===== src/rtl/cpu_run_monitor_if.sv =====
// CPU-side debug bus of the run monitor: the retire stream in, the reg_sel/reg_data probe, and the dump stream out.
// The master drives commits and reg data; the slave (the monitor) drives reg_sel and the dump outputs.
interface cpu_run_monitor_if #(
  parameter int XLEN = 32
) ();
  logic            commit_valid;
  logic [XLEN-1:0] pc_in;
  logic [XLEN-1:0] instr_in;
  logic [4:0]      reg_sel_out;
  logic [XLEN-1:0] reg_data_in;
  logic            dump_valid;
  logic [4:0]      dump_idx;
  logic [XLEN-1:0] dump_data;

  modport master (
    output commit_valid, pc_in, instr_in, reg_data_in,
    input  reg_sel_out, dump_valid, dump_idx, dump_data
  );

  modport slave (
    input  commit_valid, pc_in, instr_in, reg_data_in,
    output reg_sel_out, dump_valid, dump_idx, dump_data
  );
endinterface


===== src/rtl/cpu_run_monitor.sv =====
// Run monitor: traces retired instructions, stops on halt (self-loop) or timeout, then dumps NREGS registers (1-cycle latency).
// No backpressure: commits are sampled every RUN cycle, the dump streams once per cycle. Optional rd_cycle port: TRACE_TIMESTAMP_EN.
module cpu_run_monitor #(
  parameter int XLEN        = 32,
  parameter int TRACE_DEPTH = 16,
  parameter int MAX_CYCLES  = 200,
  parameter int HALT_REPEAT = 4,
  parameter int NREGS       = 32
) (
  input  logic                          clk,
  input  logic                          rstn,
  cpu_run_monitor_if.slave              mon,
  input  logic [$clog2(TRACE_DEPTH)-1:0] rd_idx,
  output logic [XLEN-1:0]               rd_pc,
  output logic [XLEN-1:0]               rd_instr,
`ifdef TRACE_TIMESTAMP_EN
  output logic [31:0]                   rd_cycle,
`endif
  output logic [$clog2(TRACE_DEPTH):0]  trace_count,
  output logic [31:0]                   cycle_count,
  output logic [1:0]                    status,
  output logic                          done
);
  localparam int PW = $clog2(TRACE_DEPTH);
  localparam int CW = PW + 1;

  localparam logic [1:0] STAT_RUN     = 2'd0;
  localparam logic [1:0] STAT_HALT    = 2'd1;
  localparam logic [1:0] STAT_TIMEOUT = 2'd2;

  typedef enum logic [1:0] {
    ST_RUN  = 2'd0,
    ST_DUMP = 2'd1,
    ST_DONE = 2'd2
  } state_t;

  state_t          state_q, state_d;
  logic [PW-1:0]   wr_ptr_q, wr_ptr_d;
  logic [CW-1:0]   trace_count_q, trace_count_d;
  logic [31:0]     cycle_count_q, cycle_count_d;
  logic [31:0]     repeat_cnt_q, repeat_cnt_d;
  logic [XLEN-1:0] last_pc_q, last_pc_d;
  logic            last_vld_q, last_vld_d;
  logic [1:0]      status_q, status_d;
  logic            done_q, done_d;
  logic [4:0]      reg_sel_q, reg_sel_d;
  logic            dump_valid_q, dump_valid_d;
  logic [4:0]      dump_idx_q, dump_idx_d;
  logic [XLEN-1:0] dump_data_q, dump_data_d;

  logic [XLEN-1:0] trace_pc_q    [TRACE_DEPTH];
  logic [XLEN-1:0] trace_instr_q [TRACE_DEPTH];
`ifdef TRACE_TIMESTAMP_EN
  logic [31:0]     trace_cyc_q   [TRACE_DEPTH];
`endif

  logic        commit;
  logic        halt_fire;
  logic        timeout_fire;
  logic [31:0] rep_next;

  always_comb begin
    commit       = mon.commit_valid && (state_q == ST_RUN);
    // last_vld keeps the very first commit (even at PC 0) from matching the cleared last_pc
    rep_next     = (last_vld_q && (mon.pc_in == last_pc_q)) ? repeat_cnt_q + 32'd1 : 32'd0;
    halt_fire    = commit && (rep_next == 32'(HALT_REPEAT - 1));
    timeout_fire = (state_q == ST_RUN) && (cycle_count_q == 32'(MAX_CYCLES - 1)) && !halt_fire;

    state_d       = state_q;
    wr_ptr_d      = wr_ptr_q;
    trace_count_d = trace_count_q;
    cycle_count_d = cycle_count_q;
    repeat_cnt_d  = repeat_cnt_q;
    last_pc_d     = last_pc_q;
    last_vld_d    = last_vld_q;
    status_d      = status_q;
    done_d        = done_q;
    reg_sel_d     = reg_sel_q;
    dump_valid_d  = 1'b0;
    dump_idx_d    = dump_idx_q;
    dump_data_d   = dump_data_q;

    case (state_q)
      ST_RUN: begin
        if (commit) begin
          wr_ptr_d     = wr_ptr_q + 1'b1;
          last_pc_d    = mon.pc_in;
          last_vld_d   = 1'b1;
          repeat_cnt_d = rep_next;
          if (trace_count_q != CW'(TRACE_DEPTH)) begin
            trace_count_d = trace_count_q + 1'b1;
          end
        end
        if (halt_fire) begin
          status_d = STAT_HALT;
          state_d  = ST_DUMP;
        end else if (timeout_fire) begin
          status_d = STAT_TIMEOUT;
          state_d  = ST_DUMP;
        end else begin
          cycle_count_d = cycle_count_q + 32'd1;
        end
      end
      ST_DUMP: begin
        dump_valid_d = 1'b1;
        dump_idx_d   = reg_sel_q;
        dump_data_d  = mon.reg_data_in;
        if (reg_sel_q == 5'(NREGS - 1)) begin
          reg_sel_d = 5'd0;
          state_d   = ST_DONE;
        end else begin
          reg_sel_d = reg_sel_q + 5'd1;
        end
      end
      ST_DONE: begin
        done_d = 1'b1;
      end
      default: begin
        state_d = ST_RUN;
      end
    endcase
  end

  always_ff @(posedge clk) begin
    if (!rstn) begin
      state_q       <= ST_RUN;
      wr_ptr_q      <= '0;
      trace_count_q <= '0;
      cycle_count_q <= '0;
      repeat_cnt_q  <= '0;
      last_pc_q     <= '0;
      last_vld_q    <= 1'b0;
      status_q      <= STAT_RUN;
      done_q        <= 1'b0;
      reg_sel_q     <= '0;
      dump_valid_q  <= 1'b0;
      dump_idx_q    <= '0;
      dump_data_q   <= '0;
    end else begin
      state_q       <= state_d;
      wr_ptr_q      <= wr_ptr_d;
      trace_count_q <= trace_count_d;
      cycle_count_q <= cycle_count_d;
      repeat_cnt_q  <= repeat_cnt_d;
      last_pc_q     <= last_pc_d;
      last_vld_q    <= last_vld_d;
      status_q      <= status_d;
      done_q        <= done_d;
      reg_sel_q     <= reg_sel_d;
      dump_valid_q  <= dump_valid_d;
      dump_idx_q    <= dump_idx_d;
      dump_data_q   <= dump_data_d;
    end
  end

  // Storage is not cleared on reset; trace_count gates every read instead
  always_ff @(posedge clk) begin
    if (rstn && commit) begin
      trace_pc_q[wr_ptr_q]    <= mon.pc_in;
      trace_instr_q[wr_ptr_q] <= mon.instr_in;
`ifdef TRACE_TIMESTAMP_EN
      trace_cyc_q[wr_ptr_q]   <= cycle_count_q;
`endif
    end
  end

  logic [PW-1:0] rd_addr;
  logic          rd_hit;

  always_comb begin
    rd_addr  = wr_ptr_q - trace_count_q[PW-1:0] + rd_idx;
    rd_hit   = ({1'b0, rd_idx} < trace_count_q);
    rd_pc    = rd_hit ? trace_pc_q[rd_addr]    : '0;
    rd_instr = rd_hit ? trace_instr_q[rd_addr] : '0;
`ifdef TRACE_TIMESTAMP_EN
    rd_cycle = rd_hit ? trace_cyc_q[rd_addr]   : '0;
`endif
  end

  assign mon.reg_sel_out = reg_sel_q;
  assign mon.dump_valid  = dump_valid_q;
  assign mon.dump_idx    = dump_idx_q;
  assign mon.dump_data   = dump_data_q;
  assign trace_count     = trace_count_q;
  assign cycle_count     = cycle_count_q;
  assign status          = status_q;
  assign done            = done_q;
endmodule

===== src/flat_wrapper.sv =====
// flat-port wrapper written by rule: the top's interface ports become plain ports
module cpu_run_monitor_flat 
#(
  parameter int XLEN        = 32,
  parameter int TRACE_DEPTH = 16,
  parameter int MAX_CYCLES  = 200,
  parameter int HALT_REPEAT = 4,
  parameter int NREGS       = 32
)
  (clk, rstn, rd_idx, rd_pc, rd_instr, trace_count, cycle_count, status, done, mon_commit_valid, mon_pc_in, mon_instr_in, mon_reg_data_in, mon_reg_sel_out, mon_dump_valid, mon_dump_idx, mon_dump_data);
  cpu_run_monitor_if #(.XLEN(XLEN)) mon_i ();
  input  logic clk;
  input  logic rstn;
  input  logic [$clog2(TRACE_DEPTH)-1:0] rd_idx;
  output logic [XLEN-1:0] rd_pc;
  output logic [XLEN-1:0] rd_instr;
  output logic [$clog2(TRACE_DEPTH):0] trace_count;
  output logic [31:0] cycle_count;
  output logic [1:0] status;
  output logic done;
  input wire logic [$bits(mon_i.commit_valid)-1:0] mon_commit_valid;
  input wire logic [$bits(mon_i.pc_in)-1:0] mon_pc_in;
  input wire logic [$bits(mon_i.instr_in)-1:0] mon_instr_in;
  input wire logic [$bits(mon_i.reg_data_in)-1:0] mon_reg_data_in;
  output wire logic [$bits(mon_i.reg_sel_out)-1:0] mon_reg_sel_out;
  output wire logic [$bits(mon_i.dump_valid)-1:0] mon_dump_valid;
  output wire logic [$bits(mon_i.dump_idx)-1:0] mon_dump_idx;
  output wire logic [$bits(mon_i.dump_data)-1:0] mon_dump_data;
  assign mon_i.commit_valid = mon_commit_valid;
  assign mon_i.pc_in = mon_pc_in;
  assign mon_i.instr_in = mon_instr_in;
  assign mon_i.reg_data_in = mon_reg_data_in;
  assign mon_reg_sel_out = mon_i.reg_sel_out;
  assign mon_dump_valid = mon_i.dump_valid;
  assign mon_dump_idx = mon_i.dump_idx;
  assign mon_dump_data = mon_i.dump_data;
  cpu_run_monitor #(.XLEN(XLEN), .TRACE_DEPTH(TRACE_DEPTH), .MAX_CYCLES(MAX_CYCLES), .HALT_REPEAT(HALT_REPEAT), .NREGS(NREGS)) u_core (.clk(clk), .rstn(rstn), .mon(mon_i), .rd_idx(rd_idx), .rd_pc(rd_pc), .rd_instr(rd_instr), .trace_count(trace_count), .cycle_count(cycle_count), .status(status), .done(done));
endmodule

===== config.mk =====
export PLATFORM = sky130hd
export DESIGN_NAME = cpu_run_monitor_flat
export DESIGN_NICKNAME = d
export VERILOG_FILES = /design/src/rtl/cpu_run_monitor_if.sv /design/src/rtl/cpu_run_monitor.sv /design/src/flat_wrapper.sv
export SDC_FILE = /design/constraint.sdc
export NUM_CORES = 1
export LEC_CHECK = 0
export CAP_MARGIN = 20
export CORE_MARGIN = 2
export CORE_UTILIZATION = 40
export CTS_CLUSTER_SIZE = 30
export DETAILED_ROUTE_END_ITERATION = 8
export GPL_ROUTABILITY_DRIVEN = 0
export MAX_ROUTING_LAYER = met4
export PLACE_DENSITY_LB_ADDON = 0.3
export SYNTH_ARGS = -nofsm -noshare
export SYNTH_HDL_FRONTEND = slang
export SYNTH_SLANG_ARGS = --single-unit

===== constraint.sdc =====
create_clock -name clk -period 12.15 [get_ports clk]
set_input_delay 2.43 -clock clk [delete_from_list [all_inputs] [get_ports clk]]
set_output_delay 2.43 -clock clk [all_outputs]
set_load 0.01 [all_outputs]

==> Yosys cells after proc, flatten, opt, wreduce, memory -nomap -nowiden <==
Memory sizes are Yosys's and may differ from the RTL's.
Index checks and enable logic that the tools add are counted.
{ "totals": {"elab_cells": 62, "output_inout_bits": 147, "ff_bits": 154, "mem_bits_rw": 1024, "mem_count": 2} }
{ "op_classes": {"n_mux": 13, "reduce_logical": 14, "n_bitwise": 3, "n_eq_ne": 9, "order_cmp": 1, "addsub": 7} }
{ "memory_table": {"columns": ["name", "words", "width", "read_ports", "rd_ports_with_merged_regs", "write_ports", "line", "text"], "rows": [
  ["u_core.trace_instr_q", 16, 32, 1, 0, 1, "cpu_run_monitor.sv:52", "logic [XLEN-1:0] trace_instr_q [TRACE_DEPTH];"],
  ["u_core.trace_pc_q", 16, 32, 1, 0, 1, "cpu_run_monitor.sv:51", "logic [XLEN-1:0] trace_pc_q [TRACE_DEPTH];"]
]} }
{ "op_table": {"columns": ["operator", "count"], "rows": [
  ["2-to-1 mux 32 bit", 3],
  ["adder 32 x 1 -> 32 bit (second input constant)", 2],
  ["equality test 32 x 2 -> 1 bit (second input constant)", 1],
  ["equality test 32 bit", 1],
  ["equality test 32 x 8 -> 1 bit (second input constant)", 1],
  ["adder 5 x 1 -> 5 bit (second input constant)", 2],
  ["2-to-1 mux 2 bit", 5],
  ["AND reduction 3 bit", 3],
  ["logical AND 1 bit", 6],
  ["one-hot mux 2 bit (3 select lines)", 1],
  ["equality test 5 bit (second input constant)", 1],
  ["less-than comparator 4 x 5 -> 1 bit", 1],
  ["2-to-1 mux 5 bit", 1],
  ["inequality test 5 bit (second input constant)", 1],
  ["adder 4 x 1 -> 4 bit (second input constant)", 1],
  ["adder 4 bit", 1],
  ["AND reduction 2 bit", 2],
  ["subtractor 4 bit", 1],
  ["2-to-1 mux 1 bit", 3],
  ["inequality test 3 x 1 -> 1 bit (second input constant)", 1],
  ["NOT 1 bit", 3],
  ["equality test 2 x 1 -> 1 bit (second input constant)", 1],
  ["equality test 2 bit (second input constant)", 1],
  ["zero test 2 bit", 1],
  ["3 further kinds", 3]
]} }

==> Depth between registers and ports, before layout <==
{ "depth": {"depth_word": 10, "depth_mapped": 12, "ltp_nobuf": 10} }

==> Worst setup path before layout <==
Ideal clock, no wire load.
{ "synth_path": {"kind": "input to register", "from": "input mon_commit_valid", "to": "memory u_core.trace_instr_q[0][0], enable pin", "t_required_ps": 11506, "n_path_buf": 2, "setup_slack_ps": 2252, "arrival_time_ps": 9255, "cell_stages": 5, "path_cell_list": "and2_1 > clkbuf_1 > clkbuf_1 > nand2_1 > nor4_1"} }
{ "synth_between": {"elab_chain_len": 4} }
{ "synth_rtl": {"columns": ["item", "line", "text"], "rows": [
  ["start, declared", "flat_wrapper.sv:21", "input wire logic [$bits(mon_i.commit_valid)-1:0] mon_commit_valid;"],
  ["logical AND 1 bit", "cpu_run_monitor.sv:63", "commit = mon.commit_valid && (state_q == ST_RUN);"],
  ["logical AND 1 bit", "cpu_run_monitor.sv:158", "if (rstn && commit) begin"],
  ["2-to-1 mux 1 bit", "cpu_run_monitor.sv:158", null],
  ["2-to-1 mux 1 bit (implied by the code)", "cpu_run_monitor.sv:160", "trace_instr_q[wr_ptr_q] <= mon.instr_in;"],
  ["end, declared", "cpu_run_monitor.sv:52", null]
]} }
Every way passes these cells.

==> Worst setup path in the final report <==
{ "layout_path": {"from": "input rd_idx[1]", "to": "output rd_pc[25]"} }
{ "layout_between": {"elab_chain_len": 3} }
{ "layout_rtl": {"columns": ["item", "line", "text"], "rows": [
  ["start, declared", "flat_wrapper.sv:14", "input logic [$clog2(TRACE_DEPTH)-1:0] rd_idx;"],
  ["adder 4 bit", "cpu_run_monitor.sv:171", "rd_addr = wr_ptr_q - trace_count_q[PW-1:0] + rd_idx;"],
  ["memory read (16 x 32 bit)", null, null],
  ["2-to-1 mux 32 bit (*)", "cpu_run_monitor.sv:173", "rd_pc = rd_hit ? trace_pc_q[rd_addr] : '0;"],
  ["end, declared", "flat_wrapper.sv:15", "output logic [XLEN-1:0] rd_pc;"]
]} }
Every way passes the cells marked *; elsewhere a longest branch is shown, timed or not.

==> results.md <==
- Die ar.: 0.1202 mm2
- Top post-synthesis cells by area: edfxtp_1 65%, mux4_2 12%, dfxtp_1 6.6%
- Area occupied by multi-input gates: 0.01255 mm2
- Sequential cell area: 0.03383 mm2
- H-tree Lvls: 3
- Switch share: 25.15%
- IO Pins: 250
- Worst Skew: 0.06339 ns
- Nature of the critical path startpoint: input pin
- Minimum clock period after layout: 9.431 ns
- Status: complete, no violations
- Rel. slew slack: 25.97%
- Via/cell ratio: 5.573
- Die span in x: 346.7 um
- Number of synthesized register bits: 1178
- CTS resizes: 0
- Vias: 25530
- CTS clk-pin slew, worst paths: 0.05 ns
- Mapped Avg Cell Area: 17.52 um2
- Post-synthesis cell count: 2681
- Final period utilization: 77.62%
- Max Slew Vio Count: 0
- PwrDens: 180.5 mW/mm2
- Max-cap viol count: 0
- Asr flop ratio synth: 0%
- Pin count of the biggest net entering global routing: 129
- Num CTS Buffers: 120
- Peak supply drop: 0.1436 mV
- Detailed Route Iter0 Violations: 1955
- Crit path launch: rd_idx[1]
- Uppermost layer routed: met4
- Placed Cells: 4345
- Fin area: 0.05549 mm2
- DRC errors left: 0
- R2R Path Start: u_core.repeat_cnt_q[0]$_SDFFE_PN0P_
- Drt first pass iters: 5
- I/O Buffers: 249
- Req. time, crit path: 9.72 ns
- Clock power frac: 37.6%
- Worst R2R End: u_core.cycle_count[0]$_SDFFE_PN0P_
- Fmax: 106.0 MHz
- Final nets: 3066
- Vias in the first global route: 26490
- Fin cells: 4581
- Synthesized Nets: 2804
- Grt ovf: 0
- Initial Util: 40.37%
- Internal power: 7.496 mW
- Initial antenna violation count: 9
- Final Hold Viols: 0
- Synth top area share: 65.46%
- Final wirelength: 110.8 mm
- Mean routed wirelength per cell: 24.19 um
- Comb pwr share: 18.0%
- Hold_buf cts: 0
- Fillers: 9699
- Slew of the pin with the lowest slew margin: 1.101 ns
- Critical path class: in -> out
- CTS Root Cell: clkbuf_16
- Longest Clk Path Bufs: 3
- Reg power frac: 44.3%
- Static leakage power: 17.38 nW
- Post-route ant nets: 0
- Area after DPL: 0.05137 mm2
- Row count: 125
- Setup TNS: 0 ns
- Area leader, netlist: edfxtp_1
- First-pass GRT wire length: 167.2 mm
- Post-synth EDFFs: 1024
- Pwr Total: 10.01 mW
- CTS tree: yes
- CP max FO: 102
- WL met2: 55.66 mm
- CP Capture Type: output pin
- Placement Setup Slack: 2.578 ns
- Hold Crit Class: reg -> reg
- CTS sink cnt: 1178
- Mapped Area: 0.04698 mm2
- Setup slack after layout: 2.719 ns
- Total track usage: 18.92%
- Area growth, synth to finish: 18.12%
- Reg-to-reg slack, setup: 7.76 ns
- Main flop type after synthesis: edfxtp_1
- Register area share after synthesis: 72.02%
- Hold_ws: 0.4549 ns
- CP Capture Point: rd_pc[25]
- Synth warn: 0
- M1 WL: 45.33 mm
- Core area: 0.1164 mm2
- Worst-skew pair later-pin latency: 0.72 ns
- Worst-case reg-to-reg path depth: 9
- Yosys cell types: 66
- Net Sw Power: 2.519 mW
- Share of cells above drive strength 1: 17.76%
- CP arrival: 7.00 ns
- DP Wirelength: 60.48 mm
- Final setup viols: 0
- WL met3: 7.168 mm
- Fin util: 47.69%
- # Post-CTS Setup Buffers: 0
- Chip height: 346.7 um
- Unrepaired setup endpoints after global routing: false
## worst max-delay path, cell delays in order
cell and delay (ns):
clkdlybuf4s50_1 0.49, inv_1 0.07, fa_1 0.52, fa_4 1.11, buf_12 0.56, mux4_2 0.32, nor2b_1 0.13, a211oi_1 0.06
a211oi_1 0.59, clkdlybuf4s50_1 0.67
## logic make-up (layout without fill, tap and decap cells)
logic type	after synthesis	in the layout	synth area share, %
flops	1178	1178	72.02
simple gates	551	551	6.054
compound gates	353	353	4.864
mux	329	329	13.83
buf+inv	195	560	1.627
xor+xnor	55	55	1.025
fa+ha+maj	20	20	0.5806
other cells	0	11	0
## sequential cells by signal, summed over array words and instances, names as in the netlist
signal / cells
u_core.cycle_count: 32
u_core.done: 1
u_core.last_pc_q: 32
u_core.last_vld_q: 1
u_core.mon.dump_data: 32
u_core.mon.dump_idx: 5
u_core.mon.dump_valid: 1
u_core.mon.reg_sel_out: 5
u_core.repeat_cnt_q: 32
u_core.state_q: 2
u_core.status: 2
u_core.trace_count: 5
u_core.trace_instr_q: 512
u_core.trace_pc_q: 512
u_core.wr_ptr_q: 4
## cell usage after synthesis (all sizes together) (3+ instances only)
cell / number
or2: 5
nor2b: 67
mux4: 256
dfxtp: 154
clkbuf: 121
xor2: 41
or4: 24
and4: 3
o31ai: 21
nand3b: 6
o21ai: 36
buf: 41
nand2b: 7
nand2: 218
xnor2: 14
inv: 33
nor2: 54
nand4: 27
and2: 8
a211oi: 129
fa: 3
edfxtp: 1024
and3: 6
mux2i: 73
o31a: 3
or3: 21
ha: 17
a21oi: 136
nand3: 30
a31oi: 8
nor3: 30
or4b: 3
nor4: 39
## how the worst min path moves through the flow
stage                                                      from                                     to  slack (ns)  cells past startpoint
after floorplan                  u_core.last_vld_q$_SDFFE_PN0P_         u_core.last_vld_q$_SDFFE_PN0P_        0.44                      2
after global placement     u_core.mon.dump_data[5]$_SDFFE_PN0P_   u_core.mon.dump_data[5]$_SDFFE_PN0P_        0.44                      2
after detailed placement   u_core.mon.dump_data[8]$_SDFFE_PN0P_   u_core.mon.dump_data[8]$_SDFFE_PN0P_        0.45                      2
after CTS                  u_core.mon.dump_data[8]$_SDFFE_PN0P_   u_core.mon.dump_data[8]$_SDFFE_PN0P_        0.45                      2
after global routing       u_core.mon.dump_data[8]$_SDFFE_PN0P_   u_core.mon.dump_data[8]$_SDFFE_PN0P_        0.47                      2
final                     u_core.mon.dump_data[17]$_SDFFE_PN0P_  u_core.mon.dump_data[17]$_SDFFE_PN0P_        0.45                      2
## layout by cell type (no fill, tap or decap), drive strengths merged, types with 11 or more instances in the layout
cell type	instances
nor3	30
xnor2	14
ha	17
nor4	39
a21oi	136
dfxtp	154
clkdlybuf4s50	249
clkbuf	143
xor2	41
nor2b	67
mux4	256
o21ai	36
clkinv	55
o31ai	21
buf	53
nand3	30
inv	36
nor2	54
nand2	218
diode	11
nand4	27
or4	24
edfxtp	1024
a211oi	129
or3	21
mux2i	73
bufinv	17
## area by class of cell
| cell class | count | area share [%] |
|---|---|---|
| clock buffer | 143 | 5.657 |
| antenna | 11 | 0.04961 |
| inverter | 33 | 0.2277 |
| timing repair buffer | 302 | 5.321 |
| clock inverter | 82 | 1.723 |
| multi-input combinational | 1308 | 22.61 |
| sequential | 1178 | 60.97 |
| tap | 1524 | 3.436 |
## power groups by stage
stage / combinational [mW] / clock [mW] / sequential (mW)
floorplan: 1.25 / 0 / 4.53
global placement: 1.82 / 0 / 4.52
detailed placement: 1.85 / 0 / 4.53
CTS: 1.85 / 3.85 / 4.44
global route: 1.96 / 4.00 / 4.44
finish: 1.81 / 3.77 / 4.44
## metal layers
metal | vias to the layer above | GRT usage, %
li1 | 11300 | -
met4 | 0 | 5.049
met1 | 13260 | 23.92
met5 | - | -
met2 | 816 | 31.26
met3 | 159 | 3.766
Power figures use the tool's default switching activity.
